--- config.mk ---
export PLATFORM = sky130hd
export DESIGN_NAME = axis_requant_pack
export DESIGN_NICKNAME = d
export VERILOG_FILES = /design/src/rtl/ibert_pkg.sv /design/src/rtl/axis_requant_pack_requant_lane.sv /design/src/rtl/axis_requant_pack.sv
export SDC_FILE = /design/constraint.sdc
export NUM_CORES = 2
export LEC_CHECK = 0
export ABC_AREA = 1
export ABC_CLOCK_PERIOD_IN_PS = 14200
export BUFFER_PORTS_ARGS = -buffer_cell sky130_fd_sc_hd__buf_4
export CORE_MARGIN = 2
export CORE_UTILIZATION = 60
export CTS_CLUSTER_DIAMETER = 60
export DETAILED_ROUTE_END_ITERATION = 10
export GPL_TIMING_DRIVEN = 0
export PLACE_DENSITY = 0.86
export SLEW_MARGIN = 25
export SYNTH_ARGS = -nofsm -noshare
export SYNTH_HDL_FRONTEND = slang
export SYNTH_SLANG_ARGS = --single-unit
export TNS_END_PERCENT = 50
--- constraint.sdc ---
create_clock -name clk -period 14.2 [get_ports clk]
set_input_delay 2.13 -clock clk [delete_from_list [all_inputs] [get_ports clk]]
set_output_delay 2.13 -clock clk [all_outputs]
set_load 0.005 [all_outputs]
--- src/rtl/ibert_pkg.sv ---
`default_nettype none
// ============================================================================
//  Module   : ibert_pkg
//  Purpose  : Shared types, int8 bounds and lane constants for the IBERT
//             requantize/pack stream stage.
//  Revision : 1.0 - initial release
// ============================================================================
package ibert_pkg;

    localparam int ACC_W    = 32;
    localparam int LANES    = 4;
    localparam int INT8_MIN = -128;
    localparam int INT8_MAX = 127;

    typedef logic signed [7:0]       int8_t;
    typedef logic signed [ACC_W-1:0] acc_t;

    // Byte-enable mask for a word whose highest filled lane is last_lane.
    function automatic logic [LANES-1:0] keep_mask(input logic [1:0] last_lane);
        case (last_lane)
            2'd0:    keep_mask = 4'h1;
            2'd1:    keep_mask = 4'h3;
            2'd2:    keep_mask = 4'h7;
            default: keep_mask = 4'hF;
        endcase
    endfunction

endpackage
`default_nettype wire

--- src/rtl/axis_requant_pack_requant_lane.sv ---
`default_nettype none
// ============================================================================
//  Module   : requant_lane
//  Purpose  : Requantization datapath: multiply by unsigned scale, round half
//             toward +inf and shift, add zero point, clamp to int8.
//             Stage 1 and stage 2 are registered here; stage 3 (zero point
//             and clamp) is combinational and is captured by the packer
//             register in the parent, which keeps the total at three
//             register stages from input accept to output beat.
//  Revision : 1.0 - initial release
// ============================================================================
module requant_lane
    import ibert_pkg::*;
#(
    parameter int D_W_ACC = 32,
    parameter int MULT_W  = 16,
    parameter int SHIFT_W = 6
) (
    input  logic               clk,
    input  logic               rst,
    input  logic               en,
    input  logic               in_valid,
    input  logic               in_last,
    input  logic               in_bypass,
    input  logic [D_W_ACC-1:0] in_data,
    input  logic [MULT_W-1:0]  in_mult,
    input  logic [SHIFT_W-1:0] in_shift,
    input  logic [7:0]         in_zp,
    output logic               out_valid,
    output logic               out_last,
    output logic               out_bypass,
    output logic [D_W_ACC-1:0] out_raw,
    output logic [7:0]         out_q,
    output logic               out_sat
);

    localparam int PROD_W = D_W_ACC + MULT_W + 1;
    localparam int RND_W  = PROD_W + 1;
    localparam int V_W    = RND_W + 1;

    localparam logic signed [V_W-1:0] c_v_min = V_W'(INT8_MIN);
    localparam logic signed [V_W-1:0] c_v_max = V_W'(INT8_MAX);

    // Stage 1 registers
    logic                     r_s1_valid;
    logic                     r_s1_last;
    logic                     r_s1_bypass;
    logic [D_W_ACC-1:0]       r_s1_raw;
    logic signed [PROD_W-1:0] r_s1_prod;
    logic [SHIFT_W-1:0]       r_s1_shift;
    logic [7:0]               r_s1_zp;

    // Stage 2 registers
    logic                     r_s2_valid;
    logic                     r_s2_last;
    logic                     r_s2_bypass;
    logic [D_W_ACC-1:0]       r_s2_raw;
    logic signed [RND_W-1:0]  r_s2_rnd;
    logic [7:0]               r_s2_zp;

    // Combinational stage values
    logic signed [PROD_W-1:0] w_prod;
    logic signed [RND_W-1:0]  w_bias;
    logic signed [RND_W-1:0]  w_sum;
    logic signed [RND_W-1:0]  w_rnd;
    logic signed [V_W-1:0]    w_v;
    logic [7:0]               w_q;
    logic                     w_sat;

    // Signed sample times zero-extended scale; the 49-bit product is exact.
    assign w_prod = PROD_W'($signed(in_data)) * PROD_W'($signed({1'b0, in_mult}));

    // Stage 1 valid tracking, flushed by reset.
    always_ff @(posedge clk) begin
        if (rst) begin
            r_s1_valid <= 1'b0;
        end else if (en) begin
            r_s1_valid <= in_valid;
        end
    end

    // Stage 1 payload: product plus per-sample config carried down the pipe.
    always_ff @(posedge clk) begin
        if (en) begin
            r_s1_last   <= in_last;
            r_s1_bypass <= in_bypass;
            r_s1_raw    <= in_data;
            r_s1_prod   <= w_prod;
            r_s1_shift  <= in_shift;
            r_s1_zp     <= in_zp;
        end
    end

    // Half-LSB bias before the arithmetic shift gives round half toward +inf.
    always_comb begin
        w_bias = '0;
        if (r_s1_shift != '0) begin
            w_bias = RND_W'(1) << (r_s1_shift - SHIFT_W'(1));
        end
        w_sum = RND_W'(r_s1_prod) + w_bias;
        w_rnd = w_sum >>> r_s1_shift;
    end

    // Stage 2 valid tracking, flushed by reset.
    always_ff @(posedge clk) begin
        if (rst) begin
            r_s2_valid <= 1'b0;
        end else if (en) begin
            r_s2_valid <= r_s1_valid;
        end
    end

    // Stage 2 payload: rounded value and the remaining sideband.
    always_ff @(posedge clk) begin
        if (en) begin
            r_s2_last   <= r_s1_last;
            r_s2_bypass <= r_s1_bypass;
            r_s2_raw    <= r_s1_raw;
            r_s2_rnd    <= w_rnd;
            r_s2_zp     <= r_s1_zp;
        end
    end

    // Stage 3: add zero point and clamp to the int8 range, flagging clamps.
    always_comb begin
        w_v   = V_W'(r_s2_rnd) + V_W'($signed(r_s2_zp));
        w_q   = w_v[7:0];
        w_sat = 1'b0;
        if (w_v > c_v_max) begin
            w_q   = 8'h7F;
            w_sat = 1'b1;
        end else if (w_v < c_v_min) begin
            w_q   = 8'h80;
            w_sat = 1'b1;
        end
    end

    assign out_valid  = r_s2_valid;
    assign out_last   = r_s2_last;
    assign out_bypass = r_s2_bypass;
    assign out_raw    = r_s2_raw;
    assign out_q      = w_q;
    assign out_sat    = w_sat & ~r_s2_bypass;

endmodule
`default_nettype wire

--- src/rtl/axis_requant_pack.sv ---
`default_nettype none
// ============================================================================
//  Module   : axis_requant_pack
//  Purpose  : AXI-Stream int32 -> int8 requantizer. Packs four int8 results
//             per 32-bit beat (partial word with reduced tkeep on tlast),
//             or forwards raw int32 samples in bypass mode. Counts clamps.
//  Revision : 1.0 - initial release
// ============================================================================
module axis_requant_pack
    import ibert_pkg::*;
#(
    parameter int D_W_ACC   = 32,
    parameter int MULT_W    = 16,
    parameter int SHIFT_W   = 6,
    parameter int SAT_CNT_W = 16
) (
    input  logic                 clk,
    input  logic                 rst,
    input  logic [D_W_ACC-1:0]   s_axis_tdata,
    input  logic                 s_axis_tvalid,
    input  logic                 s_axis_tlast,
    output logic                 s_axis_tready,
    output logic [31:0]          m_axis_tdata,
    output logic [3:0]           m_axis_tkeep,
    output logic                 m_axis_tvalid,
    output logic                 m_axis_tlast,
    input  logic                 m_axis_tready,
    input  logic [MULT_W-1:0]    cfg_mult,
    input  logic [SHIFT_W-1:0]   cfg_shift,
    input  logic [7:0]           cfg_zp,
    input  logic                 cfg_bypass,
    input  logic                 sat_clr,
    output logic [SAT_CNT_W-1:0] sat_count
);

    localparam int LANE_W = $clog2(LANES);
    localparam int PACK_W = 8 * (LANES - 1);
    localparam logic [LANE_W-1:0] c_last_lane = LANE_W'(LANES - 1);

    logic                 w_en;
    logic                 w_accept;

    // Per-packet configuration latch
    logic                 r_first;
    logic [MULT_W-1:0]    r_cfg_mult;
    logic [SHIFT_W-1:0]   r_cfg_shift;
    logic [7:0]           r_cfg_zp;
    logic                 r_cfg_bypass;
    logic [MULT_W-1:0]    w_mult;
    logic [SHIFT_W-1:0]   w_shift;
    logic [7:0]           w_zp;
    logic                 w_bypass;

    // Lane outputs (stage 3, combinational)
    logic                 w_l_valid;
    logic                 w_l_last;
    logic                 w_l_bypass;
    logic [D_W_ACC-1:0]   w_l_raw;
    logic [7:0]           w_l_q;
    logic                 w_l_sat;

    // Packer and output registers
    logic [LANE_W-1:0]    r_lane;
    logic [PACK_W-1:0]    r_pack;
    logic [31:0]          w_word;
    logic                 w_flush;
    logic [31:0]          r_m_tdata;
    logic [3:0]           r_m_tkeep;
    logic                 r_m_tvalid;
    logic                 r_m_tlast;
    logic [SAT_CNT_W-1:0] r_sat_count;

    // The whole pipeline moves only when the output slot is free or draining.
    assign w_en          = m_axis_tready | ~r_m_tvalid;
    assign w_accept      = s_axis_tvalid & w_en;
    assign s_axis_tready = w_en;

    // The first beat of a packet uses the live config; later beats the latch.
    assign w_mult   = r_first ? cfg_mult   : r_cfg_mult;
    assign w_shift  = r_first ? cfg_shift  : r_cfg_shift;
    assign w_zp     = r_first ? cfg_zp     : r_cfg_zp;
    assign w_bypass = r_first ? cfg_bypass : r_cfg_bypass;

    // Capture config on the first accepted beat, hold until tlast is accepted.
    always_ff @(posedge clk) begin
        if (rst) begin
            r_first      <= 1'b1;
            r_cfg_mult   <= '0;
            r_cfg_shift  <= '0;
            r_cfg_zp     <= '0;
            r_cfg_bypass <= 1'b0;
        end else if (w_accept) begin
            if (r_first) begin
                r_cfg_mult   <= cfg_mult;
                r_cfg_shift  <= cfg_shift;
                r_cfg_zp     <= cfg_zp;
                r_cfg_bypass <= cfg_bypass;
            end
            r_first <= s_axis_tlast;
        end
    end

    requant_lane #(
        .D_W_ACC (D_W_ACC),
        .MULT_W  (MULT_W),
        .SHIFT_W (SHIFT_W)
    ) u_lane (
        .clk        (clk),
        .rst        (rst),
        .en         (w_en),
        .in_valid   (w_accept),
        .in_last    (s_axis_tlast),
        .in_bypass  (w_bypass),
        .in_data    (s_axis_tdata),
        .in_mult    (w_mult),
        .in_shift   (w_shift),
        .in_zp      (w_zp),
        .out_valid  (w_l_valid),
        .out_last   (w_l_last),
        .out_bypass (w_l_bypass),
        .out_raw    (w_l_raw),
        .out_q      (w_l_q),
        .out_sat    (w_l_sat)
    );

    // Insert the new int8 into the partial word at the current lane.
    always_comb begin
        w_word = {8'h00, r_pack};
        w_word[{r_lane, 3'b000} +: 8] = w_l_q;
        w_flush = w_l_last | (r_lane == c_last_lane);
    end

    // Packer / output register: emit on full word, on tlast, or per beat in bypass.
    always_ff @(posedge clk) begin
        if (rst) begin
            r_lane     <= '0;
            r_pack     <= '0;
            r_m_tdata  <= '0;
            r_m_tkeep  <= '0;
            r_m_tvalid <= 1'b0;
            r_m_tlast  <= 1'b0;
        end else if (w_en) begin
            r_m_tvalid <= 1'b0;
            if (w_l_valid) begin
                if (w_l_bypass) begin
                    r_m_tdata  <= 32'(w_l_raw);
                    r_m_tkeep  <= 4'hF;
                    r_m_tlast  <= w_l_last;
                    r_m_tvalid <= 1'b1;
                end else if (w_flush) begin
                    r_m_tdata  <= w_word;
                    r_m_tkeep  <= keep_mask(r_lane);
                    r_m_tlast  <= w_l_last;
                    r_m_tvalid <= 1'b1;
                    r_pack     <= '0;
                    r_lane     <= '0;
                end else begin
                    r_pack     <= w_word[PACK_W-1:0];
                    r_lane     <= r_lane + LANE_W'(1);
                end
            end
        end
    end

    // Clamp counter: saturates at all-ones; clear wins over a same-cycle hit.
    always_ff @(posedge clk) begin
        if (rst) begin
            r_sat_count <= '0;
        end else if (sat_clr) begin
            r_sat_count <= '0;
        end else if (w_en && w_l_valid && w_l_sat && (r_sat_count != '1)) begin
            r_sat_count <= r_sat_count + SAT_CNT_W'(1);
        end
    end

    assign m_axis_tdata  = r_m_tdata;
    assign m_axis_tkeep  = r_m_tkeep;
    assign m_axis_tvalid = r_m_tvalid;
    assign m_axis_tlast  = r_m_tlast;
    assign sat_count     = r_sat_count;

endmodule
`default_nettype wire

==> results.md <==
- Crit Path Category: input pin to register
- CP Data Arrival Time: approximately 11 ns
- Syn nets: around 6400
- Most common cell after layout, fill and taps aside: nand2_1
- FF+latch count, synth: 303
- Clock Sinks: ~300
- Reg area: ~8000 sq um
- GRT Resource Usage Total: 0.401
- Initial antenna violation count: 6
- Critical path launch point type: input pin
- Crit share post-route: 0.738
- Routed wire length: 140000 microns
- Post-route minimum period: between 10 and 15 ns
- Fill cell count: about 5900
- Routability cong.: 1.05
- Synthesized instance count: between 5000 and 6000
- Hold Crit Class: register to register
- Cell taking the most area after synthesis: fa_1
- Drt drc: 0
- Setup violators final: 0
- Yosys top cell area share: 0.243
- Die height: 264 microns
- Final Hold Fails: 0
- Vias in the first global route: 38500
- Hold buffers post-CTS: 0
- Final std cells w/o fill: 6695
- Clk buf depth: 3
- WL/cell: 20.8 microns
- Setup repair bufs after CTS: 0
- Total gr overflow: 0
- Synth area leaders: fa_1 24%, edfxtp_1 14%, nand2_1 13%
- CTS tree: done
- Post-Route Utilization: 0.655
- Slew Limit Headroom: 0.260
- Inst Count DP: 6624
- Maximum number of pins on one net before global-route repair: 105
- Layout net count: 6573
- H-tree depth: 2
- Via/cell ratio: 5.84
- Layout cell share with drive strength beyond 1: 0.0492
- Yosys cell types: 50
- Avg Cell Area, Syn: 7.19 sq um
- Clk Latency, worst-skew pair: approximately 0.59 ns
- Clock Pin Slew Worst Setup and Hold Paths: 0.07 ns
- Unrepaired setup endpoints after global routing: false
- Ys async rst share: 0
- Area Overhead vs Synth: 8.37%
- Netlist Area Pre-Place: 40500 sq um
- Total number of vias: 39100
- Dpl hpwl: between 100000 and 150000 microns
- EDFF count, synth: 189
- Outcome: finished, final reports clean
- Port Buffers: 123
- Fmax: 95.4 MHz
- Worst Skew: 0.0357 ns
- Worst slack, placed: 3.37 ns
- CP max FO: 10
- Die area: 69500 sq um
- First-pass DRT Iterations: 9
- Synth Flop Type: edfxtp_1
- DRT antenna net count: 0
- CP required: 14.57 ns
- Starting Density: 0.605
- Setup TNS: 0 ns
- Worst Setup End Kind: register
- Area of the core: 66900 sq um
- Clock Tree Root: clkbuf_16
- MaxCap Viol Count: 0
- CTS Buf Count: 37
- Slew Viols, Final: 0
- Ports: roughly 120
- CTS resizes: 0
- Initial drt markers: about 4600
- Worst-Margin Slew: 1.11 ns
- Seq/Total Area, Yosys: 0.197
- Final worst slack: 3.72 ns
- First-pass GRT wire length: 214000 microns
- Most frequent cells in the layout: 1423 x nand2_1, 1075 x inv_1, 555 x nor2_1, 491 x fa_1, 477 x nand3_1
- Yosys warns: 0
- Row count: 95
- Die Wd: around 260 microns
- Multi-input logic area: approximately 28000 sq um
[critical path, stage by stage]
cell and delay [ns]:
buf_4 0.11, o21ai_1 0.75, clkinv_1 0.73, clkbuf_1 0.45, nand2_1 0.17, fa_1 0.45
fa_1 0.50, fa_1 0.54, inv_1 0.05, fa_1 0.48, fa_1 0.55, inv_1 0.06
fa_1 0.52, inv_1 0.04, ha_1 0.36, a21oi_1 0.23, o21ai_0 0.14, inv_1 0.07
o21ai_0 0.17, a21oi_1 0.33, o21ai_0 0.19, a21boi_0 0.36, o21ai_0 0.20, a21boi_0 0.72
inv_1 0.09, a21oi_1 0.21, xnor2_1 0.22
[layer usage]
metal | vias up | GRT usage | routed length, microns
met5 | - | 0 | 38
met4 | 6 | 0.256 | 10500
met3 | 563 | 0.0906 | 14600
met2 | 2239 | 0.641 | 63900
met1 | 18500 | 0.494 | 50400
li1 | 17800 | - | -
[registers in the layout, indices dropped and copies added, names as in the netlist, 16 cells and up]
name              flops
u_lane.r_s1_prod     49
u_lane.r_s2_rnd      50
r_pack               24
sat_count            16
u_lane.out_raw       32
r_cfg_mult           16
u_lane.r_s1_raw      32
m_axis_tdata         32
[cells in the mapped netlist (all sizes together) (3+ instances only)]
cell type,number
a211oi,4
a21boi,11
a21o,8
a21oi,280
a22oi,4
a31oi,29
and2,7
buf,37
clkbuf,143
clkinv,12
dfxtp,114
edfxtp,189
fa,491
ha,223
inv,1089
mux2i,5
nand2,1444
nand3,481
nand3b,18
nand4,53
nor2,565
nor3,44
nor4,10
o211ai,23
o21a,9
o21ai,188
o21bai,17
o221ai,3
or2,32
xnor2,42
xor2,43
[through the flow]
| step | hold WS, ns | area (sq um) |
|---|---|---|
| detailed placement | 0.405 | 42500 |
| global route | 0.396 | 43800 |
| floorplan | 0.400 | 40500 |
| CTS | 0.393 | 43800 |
| global placement | 0.400 | 42500 |
| finish | 0.390 | 43800 |
[path summary, 6_finish.rpt]
| path | slack (ns) | depth (start not counted) | start | endpoint |
|---|---|---|---|---|
| worst max-delay path | 3.72 | 27 | cfg_mult[2] | u_lane.r_s1_prod[34] |
| worst min-delay path | 0.39 | 0 | u_lane.r_s1_raw[1] | u_lane.out_raw[1] |
| worst max register to register | 4.41 | 28 | r_first | u_lane.r_s1_prod[34] |
| worst min register to register | 0.39 | 0 | u_lane.r_s1_raw[1] | u_lane.out_raw[1] |
[cells by family (layout without fill, tap and decap cells)]
| logic type | Yosys count | count (layout) | synth area share |
|---|---|---|---|
| AND/OR/NAND/NOR | 2656 | 2656 | 0.274 |
| buffers and inverters | 1281 | 1473 | 0.119 |
| adder cells (fa/ha/maj) | 714 | 714 | 0.312 |
| AO/OA/AOI/OAI | 581 | 581 | 0.0789 |
| flip-flops | 303 | 303 | 0.197 |
| XOR/XNOR | 85 | 85 | 0.0184 |
| multiplexers | 5 | 5 | 0.00124 |
| other | 0 | 5 | 0 |
[area by class of cell]
class / instances / share of cell area
clock inverters: 20 / 0.00548
inverters: 1101 / 0.0944
plain buffers: 180 / 0.0158
well taps: 873 / 0.0249
diodes: 5 / 0.000285
repair buffers: 126 / 0.0224
clock buffers: 46 / 0.0238
multi-input cells: 4041 / 0.631
flip-flops and latches: 303 / 0.181
Power is left out: the tool's default activity adds up to more than one toggle a clock period on the data nets, which glitch-free logic cannot reach.
